**src/rtl/rv32_pkg.sv**
```systemverilog
// rtl/rv32_pkg.sv - shared pipeline types: op classes, controller states, decode op mapping
package rv32_pkg;

  typedef enum logic [1:0] {
    OPC_ALU    = 2'd0,
    OPC_LOAD   = 2'd1,
    OPC_MULDIV = 2'd2,
    OPC_CTRL   = 2'd3
  } op_class_t;

  typedef enum logic [1:0] {
    RUN      = 2'd0,
    MD_BUSY  = 2'd1,
    REDIRECT = 2'd2
  } ctrl_state_t;

  typedef enum logic [3:0] {
    ALU_ADD, ALU_SUB, ALU_AND, ALU_OR, ALU_XOR, ALU_SLT, ALU_SLL, ALU_SRL,
    ALU_LOAD, ALU_MUL, ALU_DIV, ALU_REM, ALU_BRANCH, ALU_JAL, ALU_JALR, ALU_LUI
  } alu_op_t;

  // Single place where decode ops are bucketed for hazard purposes.
  function automatic op_class_t op_class_of(alu_op_t alu_op);
    case (alu_op)
      ALU_LOAD:                      return OPC_LOAD;
      ALU_MUL, ALU_DIV, ALU_REM:     return OPC_MULDIV;
      ALU_BRANCH, ALU_JAL, ALU_JALR: return OPC_CTRL;
      default:                       return OPC_ALU;
    endcase
  endfunction

endpackage

```
**src/rtl/pipeline_ctrl_if.sv**
```systemverilog
// rtl/pipeline_ctrl_if.sv - OF-stage decode inputs and stage control outputs of the controller
interface pipeline_ctrl_if;
  import rv32_pkg::*;

  logic        of_valid;
  logic [4:0]  of_rs1_sel;
  logic [4:0]  of_rs2_sel;
  logic [4:0]  of_rd_sel;
  op_class_t   of_op_class;
  logic        ex_redirect;
  logic        stall_if;
  logic        stall_of;
  logic        flush_of;
  logic        bubble_ex;
  logic        issue;
  logic        md_start;
  logic        md_busy;
  ctrl_state_t state;

  modport master (
    output of_valid, of_rs1_sel, of_rs2_sel, of_rd_sel, of_op_class, ex_redirect,
    input  stall_if, stall_of, flush_of, bubble_ex, issue, md_start, md_busy, state
  );

  modport slave (
    input  of_valid, of_rs1_sel, of_rs2_sel, of_rd_sel, of_op_class, ex_redirect,
    output stall_if, stall_of, flush_of, bubble_ex, issue, md_start, md_busy, state
  );
endinterface

```
**src/rtl/hazard_detect.sv**
```systemverilog
// rtl/hazard_detect.sv - load-use compare of OF sources against the instruction in EX
module hazard_detect (
  input  logic       of_valid,
  input  logic [4:0] of_rs1_sel,
  input  logic [4:0] of_rs2_sel,
  input  logic       ex_valid,
  input  logic       ex_is_load,
  input  logic [4:0] ex_rd,
  output logic       load_use
);
  // x0 is hardwired zero, so a load targeting it never creates a dependency.
  assign load_use = of_valid & ex_valid & ex_is_load & (ex_rd != 5'd0) &
                    ((of_rs1_sel == ex_rd) | (of_rs2_sel == ex_rd));
endmodule

```
**src/rtl/pipeline_ctrl.sv**
```systemverilog
// rtl/pipeline_ctrl.sv - hazard/sequencing controller between OF and the OF->EX register
module pipeline_ctrl
  import rv32_pkg::*;
#(
  parameter int MD_LAT = 4,
  parameter int CNT_W  = 4
) (
  input  logic            clk,
  input  logic            rst,
  pipeline_ctrl_if.slave  bus
);

  localparam logic [CNT_W-1:0] CNT_INIT = CNT_W'((MD_LAT > 1) ? MD_LAT - 2 : 0);

  ctrl_state_t      state_q, state_d;
  logic [CNT_W-1:0] cnt_q, cnt_d;
  logic             ex_valid_q, ex_valid_d;
  logic             ex_is_load_q, ex_is_load_d;
  logic [4:0]       ex_rd_q, ex_rd_d;
  logic             load_use;

  logic stall_if_c, stall_of_c, flush_of_c, bubble_ex_c, issue_c, md_start_c, md_busy_c;

  hazard_detect u_hazard (
    .of_valid   (bus.of_valid),
    .of_rs1_sel (bus.of_rs1_sel),
    .of_rs2_sel (bus.of_rs2_sel),
    .ex_valid   (ex_valid_q),
    .ex_is_load (ex_is_load_q),
    .ex_rd      (ex_rd_q),
    .load_use   (load_use)
  );

  always_comb begin
    state_d      = state_q;
    cnt_d        = cnt_q;
    ex_valid_d   = ex_valid_q;
    ex_is_load_d = ex_is_load_q;
    ex_rd_d      = ex_rd_q;
    stall_if_c   = 1'b0;
    stall_of_c   = 1'b0;
    flush_of_c   = 1'b0;
    bubble_ex_c  = 1'b0;
    issue_c      = 1'b0;
    md_start_c   = 1'b0;
    md_busy_c    = 1'b0;

    if (rst) begin
      bubble_ex_c = 1'b1;
    end else begin
      case (state_q)
        RUN: begin
          if (bus.ex_redirect) begin
            flush_of_c  = 1'b1;
            bubble_ex_c = 1'b1;
            state_d     = REDIRECT;
          end else if (load_use) begin
            stall_if_c  = 1'b1;
            stall_of_c  = 1'b1;
            bubble_ex_c = 1'b1;
          end else if (bus.of_valid && bus.of_op_class == OPC_MULDIV) begin
            issue_c    = 1'b1;
            md_start_c = 1'b1;
            if (MD_LAT > 1) begin
              cnt_d   = CNT_INIT;
              state_d = MD_BUSY;
            end
          end else if (bus.of_valid) begin
            issue_c = 1'b1;
          end else begin
            bubble_ex_c = 1'b1;
          end
        end
        MD_BUSY: begin
          // EX keeps the MUL/DIV op; a redirect here is illegal and ignored.
          md_busy_c  = 1'b1;
          stall_if_c = 1'b1;
          stall_of_c = 1'b1;
          if (cnt_q == '0) state_d = RUN;
          else             cnt_d   = cnt_q - CNT_W'(1);
        end
        REDIRECT: begin
          flush_of_c  = 1'b1;
          bubble_ex_c = 1'b1;
          state_d     = RUN;
        end
        default: begin
          bubble_ex_c = 1'b1;
          state_d     = RUN;
        end
      endcase

      if (issue_c) begin
        ex_valid_d   = 1'b1;
        ex_is_load_d = (bus.of_op_class == OPC_LOAD);
        ex_rd_d      = bus.of_rd_sel;
      end else if (state_q != MD_BUSY) begin
        ex_valid_d   = 1'b0;
        ex_is_load_d = 1'b0;
      end
    end
  end

  always_ff @(posedge clk) begin
    if (rst) begin
      state_q      <= RUN;
      cnt_q        <= '0;
      ex_valid_q   <= 1'b0;
      ex_is_load_q <= 1'b0;
      ex_rd_q      <= 5'd0;
    end else begin
      state_q      <= state_d;
      cnt_q        <= cnt_d;
      ex_valid_q   <= ex_valid_d;
      ex_is_load_q <= ex_is_load_d;
      ex_rd_q      <= ex_rd_d;
    end
  end

  assign bus.stall_if  = stall_if_c;
  assign bus.stall_of  = stall_of_c;
  assign bus.flush_of  = flush_of_c;
  assign bus.bubble_ex = bubble_ex_c;
  assign bus.issue     = issue_c;
  assign bus.md_start  = md_start_c;
  assign bus.md_busy   = md_busy_c;
  assign bus.state     = rst ? RUN : state_q;

endmodule

```
**src/flat_wrapper.sv**
```systemverilog
// flat-port wrapper written by rule: the top's interface ports become plain ports
module pipeline_ctrl_flat import rv32_pkg::*;
#(
  parameter int MD_LAT = 4,
  parameter int CNT_W  = 4
)
  (clk, rst, bus_of_valid, bus_of_rs1_sel, bus_of_rs2_sel, bus_of_rd_sel, bus_of_op_class, bus_ex_redirect, bus_stall_if, bus_stall_of, bus_flush_of, bus_bubble_ex, bus_issue, bus_md_start, bus_md_busy, bus_state);
  pipeline_ctrl_if bus_i ();
  input  logic clk;
  input  logic rst;
  input wire logic [$bits(bus_i.of_valid)-1:0] bus_of_valid;
  input wire logic [$bits(bus_i.of_rs1_sel)-1:0] bus_of_rs1_sel;
  input wire logic [$bits(bus_i.of_rs2_sel)-1:0] bus_of_rs2_sel;
  input wire logic [$bits(bus_i.of_rd_sel)-1:0] bus_of_rd_sel;
  input wire logic [$bits(bus_i.of_op_class)-1:0] bus_of_op_class;
  input wire logic [$bits(bus_i.ex_redirect)-1:0] bus_ex_redirect;
  output wire logic [$bits(bus_i.stall_if)-1:0] bus_stall_if;
  output wire logic [$bits(bus_i.stall_of)-1:0] bus_stall_of;
  output wire logic [$bits(bus_i.flush_of)-1:0] bus_flush_of;
  output wire logic [$bits(bus_i.bubble_ex)-1:0] bus_bubble_ex;
  output wire logic [$bits(bus_i.issue)-1:0] bus_issue;
  output wire logic [$bits(bus_i.md_start)-1:0] bus_md_start;
  output wire logic [$bits(bus_i.md_busy)-1:0] bus_md_busy;
  output wire logic [$bits(bus_i.state)-1:0] bus_state;
  assign bus_i.of_valid = bus_of_valid;
  assign bus_i.of_rs1_sel = bus_of_rs1_sel;
  assign bus_i.of_rs2_sel = bus_of_rs2_sel;
  assign bus_i.of_rd_sel = bus_of_rd_sel;
  assign bus_i.of_op_class = bus_of_op_class;
  assign bus_i.ex_redirect = bus_ex_redirect;
  assign bus_stall_if = bus_i.stall_if;
  assign bus_stall_of = bus_i.stall_of;
  assign bus_flush_of = bus_i.flush_of;
  assign bus_bubble_ex = bus_i.bubble_ex;
  assign bus_issue = bus_i.issue;
  assign bus_md_start = bus_i.md_start;
  assign bus_md_busy = bus_i.md_busy;
  assign bus_state = bus_i.state;
  pipeline_ctrl #(.MD_LAT(MD_LAT), .CNT_W(CNT_W)) u_core (.clk(clk), .rst(rst), .bus(bus_i));
endmodule
```
**config.mk**
```make
export PLATFORM = sky130hd
export DESIGN_NAME = pipeline_ctrl_flat
export DESIGN_NICKNAME = d
export VERILOG_FILES = /design/src/rtl/rv32_pkg.sv /design/src/rtl/pipeline_ctrl_if.sv /design/src/rtl/hazard_detect.sv /design/src/rtl/pipeline_ctrl.sv /design/src/flat_wrapper.sv
export SDC_FILE = /design/constraint.sdc
export NUM_CORES = 1
export LEC_CHECK = 0
export BUFFER_PORTS_ARGS = -buffer_cell sky130_fd_sc_hd__buf_2
export CORE_MARGIN = 2
export CORE_UTILIZATION = 35
export CTS_CLUSTER_DIAMETER = 40
export DETAILED_ROUTE_END_ITERATION = 10
export GPL_TIMING_DRIVEN = 0
export SYNTH_ARGS = -nofsm -noshare
export SYNTH_HDL_FRONTEND = slang
export SYNTH_SLANG_ARGS = --single-unit
```
**constraint.sdc**
```tcl
create_clock -name clk -period 4.4 [get_ports clk]
set_input_delay 0.88 -clock clk [delete_from_list [all_inputs] [get_ports clk]]
set_output_delay 0.88 -clock clk [all_outputs]
set_load 0.03 [all_outputs]
```
==> impl_metrics.json <==
{
  "grt_pass1_vias": 711,
  "drv_cap": 0,
  "gp_congestion": 0.799,
  "vias": 804,
  "clk_latency_ns": 0.27,
  "worst-r2r-setup-slack_ns": 2.37,
  "synth_area_per_cell_um2": 8.39,
  "synth_edf_count": 0,
  "layout_common_cells": "buf_2 (31), nand2_1 (15), dfxtp_1 (13)",
  "required_ns": 3.52,
  "row_count": 17,
  "min_period_over_period": 0.711,
  "clockRootBuffer": "clkbuf_4",
  "syn2layout_area_growth_pct": 24.1,
  "tns_ns": 0,
  "reg2reg_depth": 7,
  "grt.total_usage": 0.140,
  "core_area_mm2": 0.00225,
  "synthCells": 102,
  "status": "finished, final reports clean",
  "cp_max_fo": 6,
  "io_buffers": 29,
  "hold_path_class": "reg -> reg",
  "slew_violations": 0,
  "antenna_found_initial": 0,
  "die_w_um": 53.5,
  "arrival_ns": 2.25,
  "cts_buffers": 3,
  "clock_sinks": 13,
  "die_area_mm2": 0.00286,
  "die_h_um": 53.5,
  "avgViaCountPerCell": 4.93,
  "holdPathStages": 2,
  "grt_max_degree": 11,
  "setup_violations": 0,
  "tightest_slew_ns": 0.458,
  "ctsHtreeMaxLevel": 1,
  "drtAntennaViolNets": 0,
  "grt_first_pass_wirelength_mm": 2.88,
  "rsz0062_at_grt": "no",
  "syn_nets": 124,
  "ys_top_cells_by_area": "dfxtp_1 (30%), xor2_1 (10%), nand2_1 (6.6%)",
  "drtIter0Drc": 13,
  "dr.pass1.iters": 4,
  "cts_tree": "built",
  "totalWireLength_mm": 1.80,
  "critPathCaptureType": "primary output",
  "final_common_cell": "buf_2",
  "clk_pin_slew_worst_paths_ns": 0.08,
  "synthFlopType": "dfxtp_1",
  "synth_top_area_share": 0.304,
  "wl_per_cell_um": 11.0,
  "drive_gt1_frac": 0.304,
  "synth.distinct_cells": 33,
  "slew_headroom": 0.694,
  "total_power_uw": 289,
  "start_util": 0.380,
  "ios": 30,
  "max_freq_mhz": 320,
  "worstSetupPathType": "in -> out",
  "overflow": 0,
  "clock_skew_ns": 0.00882,
  "drc_errors": 0,
  "p_leak_nw": 0.489,
  "diodes": 0,
  "syn_area_um2": 856,
  "clockBufferDepth": 2,
  "synth_top_cell_by_area": "dfxtp_1",
  "cts_resized": 0,
  "hold_viol_final": 0,
  "critPathLaunchType": "input pin",
  "synth_seq_cells": 13,
  "fin_crit_ns": 3.13,
  "fin_nets": 158,
  "power.density_mw_per_mm2": 272,
  "cts_setup_buffers": 0,
  "hold_buffers": 0,
  "dpl.hpwl_mm": 1.44,
  "yosysWarnings": 0,
  "ir_worst_vdd_mv": 0.149,
  "async_flop_share": 0,
  "ys_seq_area_frac": 0.304
}
==> metal layers <==
metal  GRT usage  part of all wire  vias up
li1            -                 -      427
met1       0.164              0.45      357
met2       0.239              0.48       18
met3      0.0254             0.056        2
met4      0.0769            0.0078        0
met5           0                 0        -
==> state kept, by name, indices dropped and copies added, names as in the netlist <==
signal,flops
u_core.ex_rd_q,5
u_core.cnt_q,4
u_core.state_q,2
u_core.ex_is_load_q,1
u_core.ex_valid_q,1
==> cells in the mapped netlist, drive strengths merged (2+ instances only) <==
cell type,number
nor2b,3
nor3,7
o21ai,5
nand2,15
nand2b,3
nor2,9
clkbuf,3
dfxtp,13
buf,3
mux2i,5
or3,2
inv,4
a22oi,2
a32o,2
xor2,10
==> area by class of cell <==
cell class,instances,area (µm²)
Tap cell,28,35.0
Fill cell,240,1190
Sequential cell,13,260
Timing Repair Buffer,29,145
Clock buffer,4,26.3
Inverter,4,15.0
Buffer,6,28.8
Multi-Input combinational cell,79,552
==> critical path, stage by stage <==
cell and delay [ns]:
buf_2 0.10, xor2_1 0.14, nor2_1 0.07, a22oi_2 0.34, o21ai_1 0.20, o41a_1 0.33
buf_2 0.18
==> cell families (layout without fill, tap and decap cells) <==
family,after synthesis,in the layout,share of synthesized area
simple gates,44,44,0.259
compound gates,19,19,0.211
flops,13,13,0.304
xor+xnor,10,10,0.102
buf+inv,10,43,0.0512
mux,5,5,0.0585
fa+ha+maj,1,1,0.0146
==> report_power, final <==
part | switching [mW] | internal (mW)
Clock | 0.0370 | 0.0350
Sequential | 0.00604 | 0.125
Combinational | 0.0484 | 0.0382
==> through the flow <==
step | setup WS [ns] | utilization | hold WS, ns | cells | cell area, µm²
5_1_grt | 1.17 | 0.471 | 0.517 | 163 | 1060
4_1_cts | 1.25 | 0.471 | 0.494 | 163 | 1060
3_5_place_dp | 1.26 | 0.459 | 0.481 | 159 | 1040
2_1_floorplan | 1.42 | - | 0.459 | 102 | 856
3_3_place_gp | 1.29 | 0.459 | 0.473 | 159 | 1040
6_report | 1.27 | 0.471 | 0.490 | 163 | 1060
==> final timing paths <==
kind                               startpoint                          endpoint
max                         bus_of_rs2_sel[1]                     bus_bubble_ex
min          u_core.ex_is_load_q$_SDFFE_PP0P_  u_core.ex_is_load_q$_SDFFE_PP0P_
max reg2reg      u_core.cnt_q[0]$_SDFFE_PP0P_      u_core.cnt_q[3]$_SDFFE_PP0P_
min reg2reg  u_core.ex_is_load_q$_SDFFE_PP0P_  u_core.ex_is_load_q$_SDFFE_PP0P_
Note: power is estimated with default switching activity, not from simulation.
